`src/rtl/fp_pkg.sv`:
```
// Shared widths, operand types and special-case classification for the FP alignment stage.
// FP_ALIGN_SUBNORMAL_EN selects gradual underflow; otherwise exp=0 operands are flushed to zero.
package fp_pkg;

    localparam int EXP_W  = 8;
    localparam int MANT_W = 23;
    localparam int SIG_W  = MANT_W + 4;
    localparam int FP_W   = 1 + EXP_W + MANT_W;

    localparam logic [EXP_W-1:0] EXP_ALL_ONES = '1;

    typedef struct packed {
        logic             sign;
        logic [EXP_W-1:0] exp;
        logic [SIG_W-1:0] sig;
    } fp_unpacked_t;

    typedef struct packed {
        logic is_nan;
        logic is_inf;
        logic is_zero;
    } fp_class_t;

    function automatic fp_class_t fp_classify(input logic [FP_W-1:0] word);
        logic [EXP_W-1:0]  e;
        logic [MANT_W-1:0] f;
        fp_class_t         c;
        e         = word[FP_W-2 -: EXP_W];
        f         = word[MANT_W-1:0];
        c.is_nan  = (e == EXP_ALL_ONES) && (f != '0);
        c.is_inf  = (e == EXP_ALL_ONES) && (f == '0);
`ifdef FP_ALIGN_SUBNORMAL_EN
        c.is_zero = (e == '0) && (f == '0);
`else
        c.is_zero = (e == '0);
`endif
        return c;
    endfunction

    // sig carries {hidden, fraction, G, R, S}; exp is the effective exponent.
    function automatic fp_unpacked_t fp_unpack(input logic [FP_W-1:0] word);
        logic [EXP_W-1:0]  e;
        logic [MANT_W-1:0] f;
        fp_unpacked_t      u;
        e      = word[FP_W-2 -: EXP_W];
        f      = word[MANT_W-1:0];
        u.sign = word[FP_W-1];
        if (e == '0) begin
`ifdef FP_ALIGN_SUBNORMAL_EN
            u.exp = EXP_W'(1);
            u.sig = {1'b0, f, 3'b000};
`else
            u.exp = '0;
            u.sig = '0;
`endif
        end else begin
            u.exp = e;
            u.sig = {1'b1, f, 3'b000};
        end
        return u;
    endfunction

endpackage

```
`src/rtl/fp_sticky_shifter.sv`:
```
// Combinational right shift of an aligned significand; every bit shifted out is ORed into the LSB.
// Shift amounts of SIG_W or more collapse the whole operand into the sticky bit.
module fp_sticky_shifter
    import fp_pkg::*;
(
    input  logic [SIG_W-1:0] sig,
    input  logic [EXP_W-1:0] amt,
    output logic [SIG_W-1:0] result
);

    logic [SIG_W-1:0] shifted;
    logic [SIG_W-1:0] lost_mask;
    logic             sticky;

    always_comb begin
        shifted   = '0;
        lost_mask = '0;
        sticky    = 1'b0;
        result    = '0;
        if (amt >= EXP_W'(SIG_W)) begin
            result = {{(SIG_W-1){1'b0}}, |sig};
        end else begin
            shifted   = sig >> amt;
            lost_mask = ~({SIG_W{1'b1}} << amt);
            sticky    = |(sig & lost_mask);
            result    = {shifted[SIG_W-1:1], shifted[0] | sticky};
        end
    end

endmodule

```
`src/rtl/fp_align_stage.sv`:
```
// Operand alignment ahead of the FP adder: unpack, order by magnitude, sticky right-shift.
// Two registered valid/ready stages; FP_ALIGN_SUBNORMAL_EN enables subnormal operands.
module fp_align_stage
    import fp_pkg::*;
(
    input  logic             clk,
    input  logic             rst,
    input  logic             in_valid,
    output logic             in_ready,
    input  logic [FP_W-1:0]  N1,
    input  logic [FP_W-1:0]  N2,
    output logic             out_valid,
    input  logic             out_ready,
    output logic             sign_big,
    output logic             eff_sub,
    output logic             swapped,
    output logic [EXP_W-1:0] exp_big,
    output logic [SIG_W-1:0] sig_big,
    output logic [SIG_W-1:0] sig_small,
    output logic             zero_flag,
    output logic             inf_flag,
    output logic             nan_flag
);

    fp_unpacked_t op_a, op_b, op_big, op_small;
    fp_class_t    cls_a, cls_b;
    logic         swap_c, nan_c, inf_c, zero_c;

    always_comb begin
        op_a     = fp_unpack(N1);
        op_b     = fp_unpack(N2);
        cls_a    = fp_classify(N1);
        cls_b    = fp_classify(N2);
        // {exp, sig} is monotonic in magnitude in both underflow modes; ties keep N1 on top
        swap_c   = {op_b.exp, op_b.sig} > {op_a.exp, op_a.sig};
        op_big   = swap_c ? op_b : op_a;
        op_small = swap_c ? op_a : op_b;
        nan_c    = cls_a.is_nan | cls_b.is_nan
                 | (cls_a.is_inf & cls_b.is_inf & (N1[FP_W-1] ^ N2[FP_W-1]));
        inf_c    = (cls_a.is_inf | cls_b.is_inf) & ~nan_c;
        zero_c   = cls_a.is_zero & cls_b.is_zero;
    end

    logic s1_valid;
    logic s1_advance, s2_advance, accept;

    assign s2_advance = ~out_valid | out_ready;
    assign s1_advance = s2_advance | ~out_valid;
    assign in_ready   = ~s1_valid | s1_advance;
    assign accept     = in_valid & in_ready;

    logic             s1_sign_big, s1_eff_sub, s1_swapped;
    logic [EXP_W-1:0] s1_exp_big, s1_diff;
    logic [SIG_W-1:0] s1_sig_big, s1_sig_small;
    logic             s1_zero, s1_inf, s1_nan;

    always_ff @(posedge clk) begin
        if (rst) begin
            s1_valid     <= 1'b0;
            s1_sign_big  <= 1'b0;
            s1_eff_sub   <= 1'b0;
            s1_swapped   <= 1'b0;
            s1_exp_big   <= '0;
            s1_diff      <= '0;
            s1_sig_big   <= '0;
            s1_sig_small <= '0;
            s1_zero      <= 1'b0;
            s1_inf       <= 1'b0;
            s1_nan       <= 1'b0;
        end else begin
            if (accept) begin
                s1_valid     <= 1'b1;
                s1_sign_big  <= op_big.sign;
                s1_eff_sub   <= N1[FP_W-1] ^ N2[FP_W-1];
                s1_swapped   <= swap_c;
                s1_exp_big   <= op_big.exp;
                s1_diff      <= op_big.exp - op_small.exp;
                s1_sig_big   <= op_big.sig;
                s1_sig_small <= op_small.sig;
                s1_zero      <= zero_c;
                s1_inf       <= inf_c;
                s1_nan       <= nan_c;
            end else if (s1_advance) begin
                s1_valid <= 1'b0;
            end
        end
    end

    logic [SIG_W-1:0] aligned_small;

    fp_sticky_shifter u_shift (
        .sig    (s1_sig_small),
        .amt    (s1_diff),
        .result (aligned_small)
    );

    always_ff @(posedge clk) begin
        if (rst) begin
            out_valid <= 1'b0;
            sign_big  <= 1'b0;
            eff_sub   <= 1'b0;
            swapped   <= 1'b0;
            exp_big   <= '0;
            sig_big   <= '0;
            sig_small <= '0;
            zero_flag <= 1'b0;
            inf_flag  <= 1'b0;
            nan_flag  <= 1'b0;
        end else if (s2_advance) begin
            out_valid <= s1_valid;
            if (s1_valid) begin
                sign_big  <= s1_sign_big;
                eff_sub   <= s1_eff_sub;
                swapped   <= s1_swapped;
                exp_big   <= s1_exp_big;
                sig_big   <= s1_sig_big;
                sig_small <= aligned_small;
                zero_flag <= s1_zero;
                inf_flag  <= s1_inf;
                nan_flag  <= s1_nan;
            end
        end
    end

endmodule

```
`config.mk`:
```
export PLATFORM = sky130hd
export DESIGN_NAME = fp_align_stage
export DESIGN_NICKNAME = d
export VERILOG_FILES = /design/src/rtl/fp_pkg.sv /design/src/rtl/fp_sticky_shifter.sv /design/src/rtl/fp_align_stage.sv
export SDC_FILE = /design/constraint.sdc
export NUM_CORES = 1
export LEC_CHECK = 0
export ABC_CLOCK_PERIOD_IN_PS = 5000
export CAP_MARGIN = 20
export CORE_MARGIN = 2
export CORE_UTILIZATION = 49
export CTS_CLUSTER_SIZE = 16
export DETAILED_ROUTE_END_ITERATION = 12
export PLACE_DENSITY_LB_ADDON = 0.15
export SLEW_MARGIN = 20
export SYNTH_ARGS = -nofsm -noshare
export SYNTH_HDL_FRONTEND = slang
export SYNTH_SLANG_ARGS = --single-unit
```
`constraint.sdc`:
```
create_clock -name clk -period 5 [get_ports clk]
set_input_delay 1.5 -clock clk [delete_from_list [all_inputs] [get_ports clk]]
set_output_delay 1.5 -clock clk [all_outputs]
set_load 0.005 [all_outputs]
```
==> flow_metrics.tcl <==
set metrics [dict create \
    multi_input_area_um2 4930 \
    worstSetupPathType "in -> reg" \
    fillers 1418 \
    antenna_found_initial 0 \
    wl_per_cell_um 18.2 \
    initial_core_util 0.502 \
    critPathSlowestCell "clkdlybuf4s50_1" \
    drc_errors 0 \
    timing.rr.start "s1_diff[7]$_SDFFE_PP0P_" \
    grt_first_pass_wirelength_um 39400 \
    clkSlewWorstSetupHoldPaths_ns 0.06 \
    tightest_slew_ns 0.942 \
    yosysSeqAreaShare 0.342 \
    seqCellArea_um2 2740 \
    relSlewSlack 0.372 \
    fin_cells 1385 \
    vdd_ir_drop_max_uv 242 \
    root_buffer "clkbuf_16" \
    synthFlopType "dfxtp_1" \
    ys_types 72 \
    dieArea_um2 17400 \
    power.total_mw 3.30 \
    yosysMostFrequentCell "nand2_1" \
    finClkSkew_ns 0.00771 \
    syn-instance-count 1020 \
    area_delta_synth_final_pct 31.7 \
    synthTopCellsByCount "171 x nand2_1, 137 x dfxtp_1, 130 x nor2_1, 77 x a21oi_1, 69 x clkbuf_1" \
    grtUsageTotal 0.279 \
    viasPerCell 6.06 \
    synth_edf_count 0 \
    port_buffers 134 \
    first_iter_violations 1322 \
    grt-ovfl-total 0 \
    drive_above_1_share 0.128 \
    swShare 0.316 \
    cts.sink_count 137 \
    leakagePower_nw 4.08 \
    ys_warn_count 0 \
    setup_violations 0 \
    syn_area_per_cell_um2 7.85 \
    grt_pass1_vias 7471 \
    cts_tree "done" \
    cts_buffer_depth 2 \
    hp-start "s1_exp_big[2]$_SDFFE_PP0P_" \
    nets 1257 \
    critical_path.top_delay_family "compound AO/OA/AOI/OAI gates" \
    internal_power_mw 2.26 \
    wl_um 25200 \
    routed-via-count 8387 \
    cp-end-kind "flop" \
    finalHoldViolCount 0 \
    gp_congestion 0.935 \
    pre_cts_slack_ns -0.459 \
    yosysTopAreaCell "dfxtp_1" \
    status "complete, no violations" \
    synth.area.top_cells "dfxtp_1 34%, nand2_1 8.0%, a222oi_1 6.5%, nor2_1 6.1%, ha_1 5.2%" \
    syn_area_um2 8010 \
    ys_ff_latch 137 \
    htree_levels 4 \
    setup_slack_ns 0.133 \
    cp_max_fo 6 \
    seq_power_share 0.375 \
    cts.hold.buffers_added 0 \
    ios 138 \
    fp.dieW_um 132 \
    path_common_cell "a21o_1" \
    crit_required_ns 5.31 \
    path_buf_inv 2 \
    die_h_um 132 \
    dp_cells 1352 \
    diodes 0 \
    powerDensity_nw_per_um2 313 \
    crit_arrival_ns 5.18 \
    ant_nets 0 \
    async_flop_share 0 \
    p_clk_frac 0.387 \
    hold_slack_ns 0.453 \
    maxCapViolCount 0 \
    critPathLaunch "N2[28]" \
    synth_top_area_share 0.342 \
    min_path_type "reg -> reg" \
    combPwrFrac 0.238 \
    fin_crit_sh 0.973 \
    fp-row-count 46 \
    cp-start-kind "primary input" \
    max_stage_delay_ns 0.44 \
    grt_max_degree 74 \
    clock.fmax_mhz 205 \
    core_area_um2 15900 \
    p_switching_mw 1.04 \
    dr.pass1.iters 7 \
    slew_viol_final 0 \
    cts_made_buffers 17 \
    clk_latency_ns 0.43 \
    dpl.hpwl_um 17700 \
    cp_cell_sequence "clkdlybuf4s50_1 > nor4_2 > nand2_1 > buf_6 > and2_1 > ha_1 > a21o_1 > a21o_1 > a2111o_1 > o31a_4 > or4_4 > o21ai_2 > a221oi_2 > and4_1 > a211o_1" \
    finalWorstPathRequiredPeriod_ns 4.87 \
]
[power by group through the flow]
stage | registers, mW | clock network [mW] | logic [mW]
6_report | 1.24 | 1.28 | 0.784
5_1_grt | 1.25 | 1.34 | 0.855
4_1_cts | 1.24 | 1.28 | 0.764
3_5_place_dp | 1.26 | 0 | 0.758
3_3_place_gp | 1.26 | 0 | 0.754
2_1_floorplan | 1.22 | 0 | 0.499
[metal layers]
layer | wire length (um) | up-vias | track usage | share of wire
li1 | - | 4026 | - | -
met1 | 11200 | 3968 | 0.390 | 0.44
met2 | 11800 | 351 | 0.444 | 0.47
met3 | 1660 | 42 | 0.0377 | 0.066
met4 | 466 | 0 | 0.0924 | 0.019
met5 | 0 | - | 0 | 0
[cell type report]
type / count / area share
multi-input combinational: 777 / 0.468
clock buffer: 18 / 0.0407
sequential: 137 / 0.260
inverter: 19 / 0.00676
tap: 216 / 0.0256
clock inverter: 14 / 0.0152
timing repair buffer: 204 / 0.184
[worst register-to-register path, delay by kind of cell, from the launching register on]
kind	cells	cell delay (ns)
AND/OR/NAND/NOR	6	2.29
buffers and inverters	1	0.22
flip-flops	1	0.32
AO/OA/AOI/OAI	2	0.38
[flip-flops by register name, indices dropped and copies added (netlist names), 8 cells and up]
register	cells
sig_big	24
sig_small	27
s1_sig_big	24
s1_diff	8
exp_big	8
s1_sig_small	24
s1_exp_big	8
[per-stage QoR]
| stage | util | setup TNS [ns] | instance area (um2) |
|---|---|---|---|
| 2_1_floorplan | - | 0 | 8020 |
| 3_3_place_gp | 0.617 | -14.86 | 9840 |
| 3_5_place_dp | 0.617 | -15.87 | 9840 |
| 4_1_cts | 0.655 | 0 | 10400 |
| 5_1_grt | 0.662 | -0.00787 | 10500 |
| 6_report | 0.662 | 0 | 10500 |
[cells in the final DEF, fill, tap and decap left out, types with 6 or more instances in the layout]
cell type        count
nand4_1             15
inv_1               18
nor4_2               6
clkbuf_16           17
mux2_2               6
nor3_1              12
a311oi_1             9
clkdlybuf4s50_1    126
nor2b_1              6
mux4_2               8
mux2i_1             21
ha_1                31
o21ai_0             40
nor4_1              15
inv_6                6
a222oi_1            52
buf_4               64
nand2_1            169
a211oi_1            11
o211ai_1            11
dfxtp_1            137
dlymetal6s2s_1       7
a22oi_1             23
a21oi_1             75
nor2_1             130
o22ai_1             10
nand3_1             17
and2_1              25
[cells by family after synthesis]
group           after synthesis  share of synthesized area
compound gates              275                      0.243
xor+xnor                      3                    0.00328
simple gates                424                      0.239
buf+inv                     108                     0.0558
flops                       137                      0.342
fa+ha+maj                    33                     0.0516
mux                          39                     0.0644
other cells                   1                   0.000468
[what timing repair did]
item,4_1_cts,5_1_grt
pin swaps,0,14
resized for setup,1,22
hold endpoints to repair,0,0
setup endpoints to repair,1,31
setup buffers,0,1
[worst paths after layout]
kind	slack [ns]	depth (start not counted)	to
worst max register to register	1.72	9	sig_small[25]$_SDFFE_PP0P_
worst min-delay path	0.45	2	exp_big[2]$_SDFFE_PP0P_
worst min register to register	0.45	2	exp_big[2]$_SDFFE_PP0P_
worst max-delay path	0.13	15	s1_diff[7]$_SDFFE_PP0P_
Note: power is estimated with default switching activity, not from simulation.
